--- src/rtl/seq_divider_pkg.sv ---
// Shared definitions for the sequential divider: FSM state encoding and width default.
// Ports: none (package).
// Imported by the divider top level.
package seq_divider_pkg;

  localparam int DEFAULT_WIDTH = 32;

  typedef enum logic [1:0] {
    ST_IDLE = 2'd0,
    ST_RUN  = 2'd1,
    ST_DONE = 2'd2
  } state_t;

endpackage

--- src/rtl/seq_divider_if.sv ---
// Request/result bundle between an ALU client and the sequential divider.
// Ports: start/dividend/divisor (client -> divider); busy/done/quotient/remainder/div_by_zero (divider -> client).
// master = client side, slave = divider side.
interface seq_divider_if #(parameter int WIDTH = 32);

  logic             start;
  logic [WIDTH-1:0] dividend;
  logic [WIDTH-1:0] divisor;
  logic             busy;
  logic             done;
  logic [WIDTH-1:0] quotient;
  logic [WIDTH-1:0] remainder;
  logic             div_by_zero;

  modport master (
    output start, dividend, divisor,
    input  busy, done, quotient, remainder, div_by_zero
  );

  modport slave (
    input  start, dividend, divisor,
    output busy, done, quotient, remainder, div_by_zero
  );

endinterface

--- src/rtl/seq_divider_nbit_subtractor.sv ---
// Combinational subtractor: out = i1 - i2, borrow set when i2 > i1.
// Ports: i1, i2 (operands), out (difference), borrow (borrow-out).
// Built as i1 + ~i2 + 1; a missing carry-out means a borrow occurred.
module nbit_subtractor #(
  parameter int WIDTH = 33
) (
  output logic [WIDTH-1:0] out,
  output logic             borrow,
  input  logic [WIDTH-1:0] i1,
  input  logic [WIDTH-1:0] i2
);

  logic [WIDTH:0] sum;

  assign sum    = {1'b0, i1} + {1'b0, ~i2} + {{WIDTH{1'b0}}, 1'b1};
  assign out    = sum[WIDTH-1:0];
  assign borrow = ~sum[WIDTH];

endmodule

--- src/rtl/seq_divider.sv ---
// Restoring shift-and-subtract unsigned divider, one quotient bit per clock.
// Ports: clk, rst_n (async active-low), bus (slave side of seq_divider_if).
// Latency WIDTH cycles from capture to done (1 for a zero divisor); start is ignored while busy.
module seq_divider
  import seq_divider_pkg::*;
#(
  parameter int WIDTH = DEFAULT_WIDTH
) (
  input  logic         clk,
  input  logic         rst_n,
  seq_divider_if.slave bus
);

  localparam int CW = $clog2(WIDTH);

  state_t           state;
  logic [CW-1:0]    cnt;
  // The partial remainder always stays below the divisor, so its bit WIDTH
  // is zero after every restore step and only the low WIDTH bits are kept.
  logic [WIDTH-1:0] p;
  logic [WIDTH-1:0] q;
  logic [WIDTH-1:0] dvsr;
  logic             dz;

  logic             busy_r;
  logic             done_r;
  logic [WIDTH-1:0] quotient_r;
  logic [WIDTH-1:0] remainder_r;
  logic             dz_r;

  logic [WIDTH:0]   shifted;
  logic [WIDTH:0]   trial;
  logic             borrow;
  logic [WIDTH-1:0] p_nxt;
  logic [WIDTH-1:0] q_nxt;
  logic             unused_trial_msb;

  assign shifted = {p, q[WIDTH-1]};

  nbit_subtractor #(.WIDTH(WIDTH + 1)) u_sub (
    .out    (trial),
    .borrow (borrow),
    .i1     (shifted),
    .i2     ({1'b0, dvsr})
  );

  // On no-borrow the trial is below the divisor, so its MSB is always zero.
  assign unused_trial_msb = trial[WIDTH];

  assign p_nxt = borrow ? shifted[WIDTH-1:0] : trial[WIDTH-1:0];
  assign q_nxt = {q[WIDTH-2:0], ~borrow};

  always_ff @(posedge clk or negedge rst_n) begin
    if (!rst_n) begin
      state       <= ST_IDLE;
      cnt         <= '0;
      p           <= '0;
      q           <= '0;
      dvsr        <= '0;
      dz          <= 1'b0;
      busy_r      <= 1'b0;
      done_r      <= 1'b0;
      quotient_r  <= '0;
      remainder_r <= '0;
      dz_r        <= 1'b0;
    end else begin
      case (state)
        ST_IDLE: begin
          if (bus.start) begin
            dvsr   <= bus.divisor;
            p      <= '0;
            q      <= bus.dividend;
            busy_r <= 1'b1;
            state  <= ST_RUN;
            // A zero divisor spends one cycle in RUN without iterating so
            // that done still lands one edge after capture.
            if (bus.divisor == '0) begin
              dz  <= 1'b1;
              cnt <= '0;
            end else begin
              dz  <= 1'b0;
              cnt <= CW'(WIDTH - 1);
            end
          end
        end

        ST_RUN: begin
          if (dz) begin
            quotient_r  <= '1;
            remainder_r <= q;  // Q still holds the untouched dividend
            dz_r        <= 1'b1;
            done_r      <= 1'b1;
            state       <= ST_DONE;
          end else begin
            p <= p_nxt;
            q <= q_nxt;
            if (cnt == '0) begin
              quotient_r  <= q_nxt;
              remainder_r <= p_nxt;
              dz_r        <= 1'b0;
              done_r      <= 1'b1;
              state       <= ST_DONE;
            end else begin
              cnt <= cnt - 1'b1;
            end
          end
        end

        ST_DONE: begin
          done_r <= 1'b0;
          busy_r <= 1'b0;
          state  <= ST_IDLE;
        end

        default: state <= ST_IDLE;
      endcase
    end
  end

  assign bus.busy        = busy_r;
  assign bus.done        = done_r;
  assign bus.quotient    = quotient_r;
  assign bus.remainder   = remainder_r;
  assign bus.div_by_zero = dz_r;

endmodule
--- src/flat_wrapper.sv ---
// flat-port wrapper written by rule: the top's interface ports become plain ports
module seq_divider_flat import seq_divider_pkg::*;
#(
  parameter int WIDTH = DEFAULT_WIDTH
)
  (clk, rst_n, bus_start, bus_dividend, bus_divisor, bus_busy, bus_done, bus_quotient, bus_remainder, bus_div_by_zero);
  seq_divider_if #(.WIDTH(WIDTH)) bus_i ();
  input  logic clk;
  input  logic rst_n;
  input wire logic [$bits(bus_i.start)-1:0] bus_start;
  input wire logic [$bits(bus_i.dividend)-1:0] bus_dividend;
  input wire logic [$bits(bus_i.divisor)-1:0] bus_divisor;
  output wire logic [$bits(bus_i.busy)-1:0] bus_busy;
  output wire logic [$bits(bus_i.done)-1:0] bus_done;
  output wire logic [$bits(bus_i.quotient)-1:0] bus_quotient;
  output wire logic [$bits(bus_i.remainder)-1:0] bus_remainder;
  output wire logic [$bits(bus_i.div_by_zero)-1:0] bus_div_by_zero;
  assign bus_i.start = bus_start;
  assign bus_i.dividend = bus_dividend;
  assign bus_i.divisor = bus_divisor;
  assign bus_busy = bus_i.busy;
  assign bus_done = bus_i.done;
  assign bus_quotient = bus_i.quotient;
  assign bus_remainder = bus_i.remainder;
  assign bus_div_by_zero = bus_i.div_by_zero;
  seq_divider #(.WIDTH(WIDTH)) u_core (.clk(clk), .rst_n(rst_n), .bus(bus_i));
endmodule
--- config.mk ---
export PLATFORM = sky130hd
export DESIGN_NAME = seq_divider_flat
export DESIGN_NICKNAME = d
export VERILOG_FILES = /design/src/rtl/seq_divider_pkg.sv /design/src/rtl/seq_divider_if.sv /design/src/rtl/seq_divider_nbit_subtractor.sv /design/src/rtl/seq_divider.sv /design/src/flat_wrapper.sv
export SDC_FILE = /design/constraint.sdc
export NUM_CORES = 1
export LEC_CHECK = 0
export BUFFER_PORTS_ARGS = -buffer_cell sky130_fd_sc_hd__buf_2
export CAP_MARGIN = 5
export CORE_MARGIN = 8
export CORE_UTILIZATION = 50
export CTS_CLUSTER_SIZE = 14
export DETAILED_ROUTE_END_ITERATION = 10
export PLACE_DENSITY = 0.74
export SETUP_SLACK_MARGIN = 0.2
export SYNTH_ARGS = -nofsm -noshare
export SYNTH_HDL_FRONTEND = slang
export SYNTH_SLANG_ARGS = --single-unit
--- constraint.sdc ---
create_clock -name clk -period 2.57 [get_ports clk]
set_clock_uncertainty 0.15 [all_clocks]
set_input_delay 0.1285 -clock clk [delete_from_list [all_inputs] [get_ports clk]]
set_output_delay 0.1285 -clock clk [all_outputs]
set_load 0.05 [all_outputs]
### Word-level counts from Yosys, hierarchy flattened

Index checks and enable logic that the tools add are counted.

| operators by class | value |
|---|---|
| reduce and logical (&&, ||, !) cells | 14 |
| eq/ne operators | 6 |
| muxes and demuxes | 28 |
| bitwise logic cells | 1 |
| add/sub/neg operators | 3 |

Operators by type and width:

| kind | count |
|---|---|
| 32-bit two-way mux | 9 |
| 32-bit one-hot mux with 2 select lines | 2 |
| 33-bit by 33-bit adder with 34-bit output | 1 |
| 34-bit by 1-bit adder with 34-bit output, second input constant | 1 |
| 32-bit NOT with 33-bit output | 1 |
| 32-bit zero test | 1 |
| 5-bit two-way mux | 4 |
| 5-bit one-hot mux with 2 select lines | 1 |
| 2-bit AND reduction | 5 |
| 2-bit nonzero test | 4 |
| 1-bit two-way mux | 6 |
| 2-bit two-way mux | 3 |
| 2-bit inequality test, second input constant | 3 |
| 5-bit zero test | 1 |
| 5-bit by 1-bit subtractor with 5-bit output, second input constant | 1 |
| 1-bit one-hot mux with 2 select lines | 2 |
| 2-bit one-hot mux with 2 select lines | 1 |
| 4-bit AND reduction | 1 |
| 3-bit by 1-bit inequality test with 1-bit output, second input constant | 1 |
| 3-bit AND reduction | 1 |
| 2-bit by 1-bit == test with 1-bit output, second input constant | 1 |
| 2-bit == test, second input constant | 1 |
| 2-bit zero test | 1 |

| storage, ports and cells | value |
|---|---|
| flip-flop bits (word level) | 171 |
| output and inout port bits | 67 |
| input port bits | 67 |
| word-level logic and storage cells | 63 |

### Longest topological paths before layout

| depth | value |
|---|---|
| depth in word-level cells | 6 |
| gate-level depth with buffers | 14 |
| mapped depth without buffers | 12 |

### Modules after synthesis

A second synthesis with hierarchy kept.

| second synthesis, totals | value |
|---|---|
| cells, all modules | 1073 |
| area, all modules | 9585.4 µm² |

By module, submodules not included:

| module | area an instance (µm²) | cells each | times used | seq. area each (µm²) |
|---|---|---|---|---|
| seq_divider | 7604.8 | 771 | 1 | 4279.1 |
| nbit_subtractor | 1980.6 | 302 | 1 | 0.0 |

### Least setup slack after synthesis

Ideal clock, no wire load.

| timing | value |
|---|---|
| path type | register to register |
| from | register u_core.q[31] |
| to | register u_core.remainder_r[28], in the netlist u_core.bus.remainder[28] |
| buffers on the path | 0 |
| cell stages (with the launch flop) | 13 |
| library setup time | 0.129 ns |
| path slack | -0.150 ns |
| arrival time | 2.441 ns |
| required time | 2.291 ns |
| clock period less this slack | 2.720 ns |
| path through | dfrtp_1 inv_1 ha_1 fa_1 and2b_1 o2111ai_1 a31oi_1 o211ai_1 a21oi_2 a21boi_1 o31ai_1 xnor2_1 o21ai_0 |

| between the ends | value |
|---|---|
| word-level cells in the longest chain between the ends | 5 |

RTL lines:

| item | RTL line | source |
|---|---|---|
| from (decl) | seq_divider.sv:21 | `logic [WIDTH-1:0] q;` |
| from (signal assigned) | seq_divider.sv:72 | `q <= bus.dividend;` |
| from (signal assigned) | seq_divider.sv:96 | `q <= q_nxt;` |
| 33-bit by 33-bit adder with 34-bit output | seq_divider_nbit_subtractor.sv:15 | `assign sum = {1'b0, i1} + {1'b0, ~i2} + {{WIDTH{1'b0}}, 1'b1};` |
| 34-bit by 1-bit adder with 34-bit output | seq_divider_nbit_subtractor.sv:15 |  |
| 32-bit two-way mux | seq_divider.sv:50 | `assign p_nxt = borrow ? shifted[WIDTH-1:0] : trial[WIDTH-1:0];` |
| 32-bit two-way mux | seq_divider.sv:97 | `if (cnt == '0) begin` |
| 32-bit two-way mux | seq_divider.sv:88 | `if (dz) begin` |
| to (signal assigned) | seq_divider.sv:90 | `remainder_r <= q;` |
| to (signal assigned) | seq_divider.sv:99 | `remainder_r <= p_nxt;` |
| to (decl) | seq_divider.sv:28 | `logic [WIDTH-1:0] remainder_r;` |

Every way passes these cells. The select of a mux whose other input is x is not followed.
A chain may end at the register's enable or synchronous reset.

### Worst setup path in the final report

| timing | value |
|---|---|
| from | register u_core.q[31] |
| to | register u_core.remainder_r[20], in the netlist u_core.bus.remainder[20] |

Same word-level chain as after synthesis.

==> impl_metrics.toml <==
[outcome]
status = "finished, violations left"
violations = "negative setup slack"

[yosys]
synth_cell_type_count = 66
postSynthAreaPerCell_um2 = 9.51
synth_fp_nets = 1091
synth_top_area_cell = "dfrtp_1"
ys_seq_elements = 171
synth_area_leaders = "dfrtp_1 (46%), nand2_1 (6.2%), mux2i_1 (5.9%), o21ai_0 (5.2%), ha_1 (4.9%)"
yosysWarnings = 0
synth_edf_count = 0
syn-cell-area_um2 = 9380
dominantRegCellSynth = "dfrtp_1"
syn_inst = 986
yosysSeqAreaShare = 0.456
yosys-top-cells-count = "dfrtp_1 (171), nand2_1 (156), o21ai_0 (98)"
synth_top_area_frac = 0.456
yosysMostFrequentCell = "dfrtp_1"
ys_async_sr_fraction = 1.00

[worst_setup_path]
path_cells = "inv_2 -> ha_4 -> fa_2 -> and2b_1 -> o2111ai_2 -> a31oi_2 -> o211ai_1 -> a21oi_2 -> a21boi_2 -> xnor2_1 -> mux2i_2 -> a21oi_1"
rr_startpoint = "u_core.q[31]$_DFFE_PN0P_"
critPathSlowestCell = "dfrtp_1"
slowest_delay_ns = 0.37
critPathLaunch = "u_core.q[31]$_DFFE_PN0P_"
worst-path-max-fanout = 3
crit_type = "reg2reg"
required_ns = 2.74
end_kind = "register"
critPathLaunchType = "register"
crit_arrival_ns = 3.19

[sta]
timing.fmax_mhz = 331
drv_slew = 0
hold-worst-slack_ns = 0.0312
worst_pin_slew_ns = 0.590
layout_setup_ws_ns = -0.454
setup_viol = 65
hold_viol_final = 0
fin_crit_ns = 3.02
rsz0062_at_grt = "yes"
max_slew_margin = 0.606
post-route-period-util = 1.18

[grt]
antenna_found_initial = 1
grt_usage = 0.268
grt_max_degree = 67
grt_pass1_vias = 9869
grt_pass1_wl_um = 50600
overflow = 0

[finish]
fill_cells = 1132
final_layout_size_suffix_gt1_frac = 0.391
synthToLayoutAreaGrowth_pct = 48.7
nets = 1436
n_antenna_cell = 0
final_cells = 1578

[clocking]
cts_inserted_buffers = 17
clkLatencyLatePin_ns = 0.44
clkSinkCount = 171
path_clk_slew_ns = 0.07
cts-root-buf = "clkbuf_16"
tritoncts = "done"
clk_path_buf_depth = 2
cts.htree.levels = 4

[routing]
post_drt_wl_per_cell_um = 21.0
drtIter0Drc = 845
drc = 0
drt-total-wl_um = 33100
vias = 9347
vias_per_cell = 5.92
antenna_left = 0
dr.pass1.iters = 5

[pwr]
p_clk_frac = 0.132
power_density_nw_per_um2 = 1480
p_seq_frac = 0.207
peakVddDrop_v = 0.000982
p_comb_frac = 0.660
power.leakage_nw = 6.71
fin_total_pwr_mw = 20.7
p_int_mw = 11.8
switchingPower_mw = 8.89
switching_share = 0.430

[die]
rows = 50
core_area_um2 = 18600
fp.dieW_um = 153
die-height_um = 153
die_area_um2 = 23400
initial_core_util = 0.505
num_io_pins = 134

[placement]
gp_congestion = 0.867
dp_cells = 1449
dp_hpwl_um = 21100
portBuffers = 133

[job]
maxCapViolCount = 0

[hold_path]
worstHoldPathType = "in2async"
## power by group through the flow
stage | Sequential [mW] | Clock [mW] | Combinational, mW
2_1_floorplan | 4.11 | 0 | 6.00
3_3_place_gp | 4.21 | 0 | 9.23
3_5_place_dp | 4.24 | 0 | 9.44
4_1_cts | 4.22 | 2.74 | 11.6
5_1_grt | 4.35 | 2.85 | 14.4
6_report | 4.28 | 2.73 | 13.6
## flip-flops by register name (all words and copies together), names as in the netlist
name / cells
u_core.bus.busy: 1
u_core.state: 2
u_core.p: 32
u_core.bus.remainder: 32
u_core.q: 32
u_core.bus.div_by_zero: 1
u_core.bus.done: 1
u_core.cnt: 5
u_core.bus.quotient: 32
u_core.dvsr: 32
u_core.dz: 1
## layout by cell type, fill, tap and decap left out, drive strengths merged, types with 37 or more instances in the layout
cell type and instances:
mux2 44, o21ai 120, inv 64, nand2 157, a21oi 58, dfrtp 171
ha 37, dlygate4sd3 66, buf 313, mux2i 55
## area by class of cell
cell class              count  area (um^2)  share of cell area
multi-input cells         704         5630               0.404
inverters                  58          218              0.0156
flip-flops and latches    171         4280               0.307
well taps                 234          293              0.0210
clock buffers              18          439              0.0315
repair buffers            379         2910               0.209
clock inverters            14          174              0.0125
## what timing repair did
action / CTS / global route
resized for setup: 115 / 94
pin swaps: 30 / 53
hold buffers: 66 / 0
gates cloned: 2 / 0
setup buffers: 11 / 18
endpoints found under the hold margin: 239 / 0
endpoints found under the setup margin: 67 / 90
## cells by family after synthesis
| family | share of synthesized area |
|---|---|
| simple gates | 0.129 |
| compound gates | 0.174 |
| flops | 0.456 |
| buf+inv | 0.0502 |
| mux | 0.112 |
| fa+ha+maj | 0.0515 |
| xor+xnor | 0.0280 |
## worst paths after layout
check | cells past startpoint | to | slack (ns)
max reg2reg | 12 | u_core.bus.remainder[20]$_DFFE_PN0P_ | -0.45
min reg2reg | 2 | u_core.bus.remainder[8]$_DFFE_PN0P_ | 0.33
min in group clk | 3 | u_core.dvsr[17]$_DFFE_PN0P_ | 0.32
min | 2 | u_core.bus.quotient[29]$_DFFE_PN0P_ | 0.03
max in group asynchronous | 3 | u_core.bus.remainder[5]$_DFFE_PN0P_ | 1.49
max | 12 | u_core.bus.remainder[20]$_DFFE_PN0P_ | -0.45
## through the flow
| stage | util | worst slack [ns] | instance area, um^2 | setup TNS, ns |
|---|---|---|---|---|
| 2_1_floorplan | - | -0.0933 | 9500 | -0.174 |
| 3_3_place_gp | 0.612 | -0.278 | 11400 | -6.99 |
| 3_5_place_dp | 0.612 | -0.385 | 11400 | -10.77 |
| 4_1_cts | 0.717 | -0.373 | 13300 | -13.25 |
| 5_1_grt | 0.751 | -0.529 | 13900 | -26.09 |
| 6_report | 0.751 | -0.454 | 13900 | -18.77 |
## worst max-delay path: cells and delay by family, from the launching register on
kind / cells / cell delay (ns)
flip-flops: 1 / 0.37
buffers and inverters: 1 / 0.06
multiplexers: 1 / 0.26
adder cells (fa/ha/maj): 2 / 0.52
AO/OA/AOI/OAI: 6 / 1.11
AND/OR/NAND/NOR: 1 / 0.25
XOR/XNOR: 1 / 0.17
## metal layers
metal	part of all wire	GRT usage
met5	0.00039	0
met4	0.053	0.146
met3	0.065	0.0507
met2	0.50	0.453
met1	0.38	0.319
(Power assumes the default switching activity.)
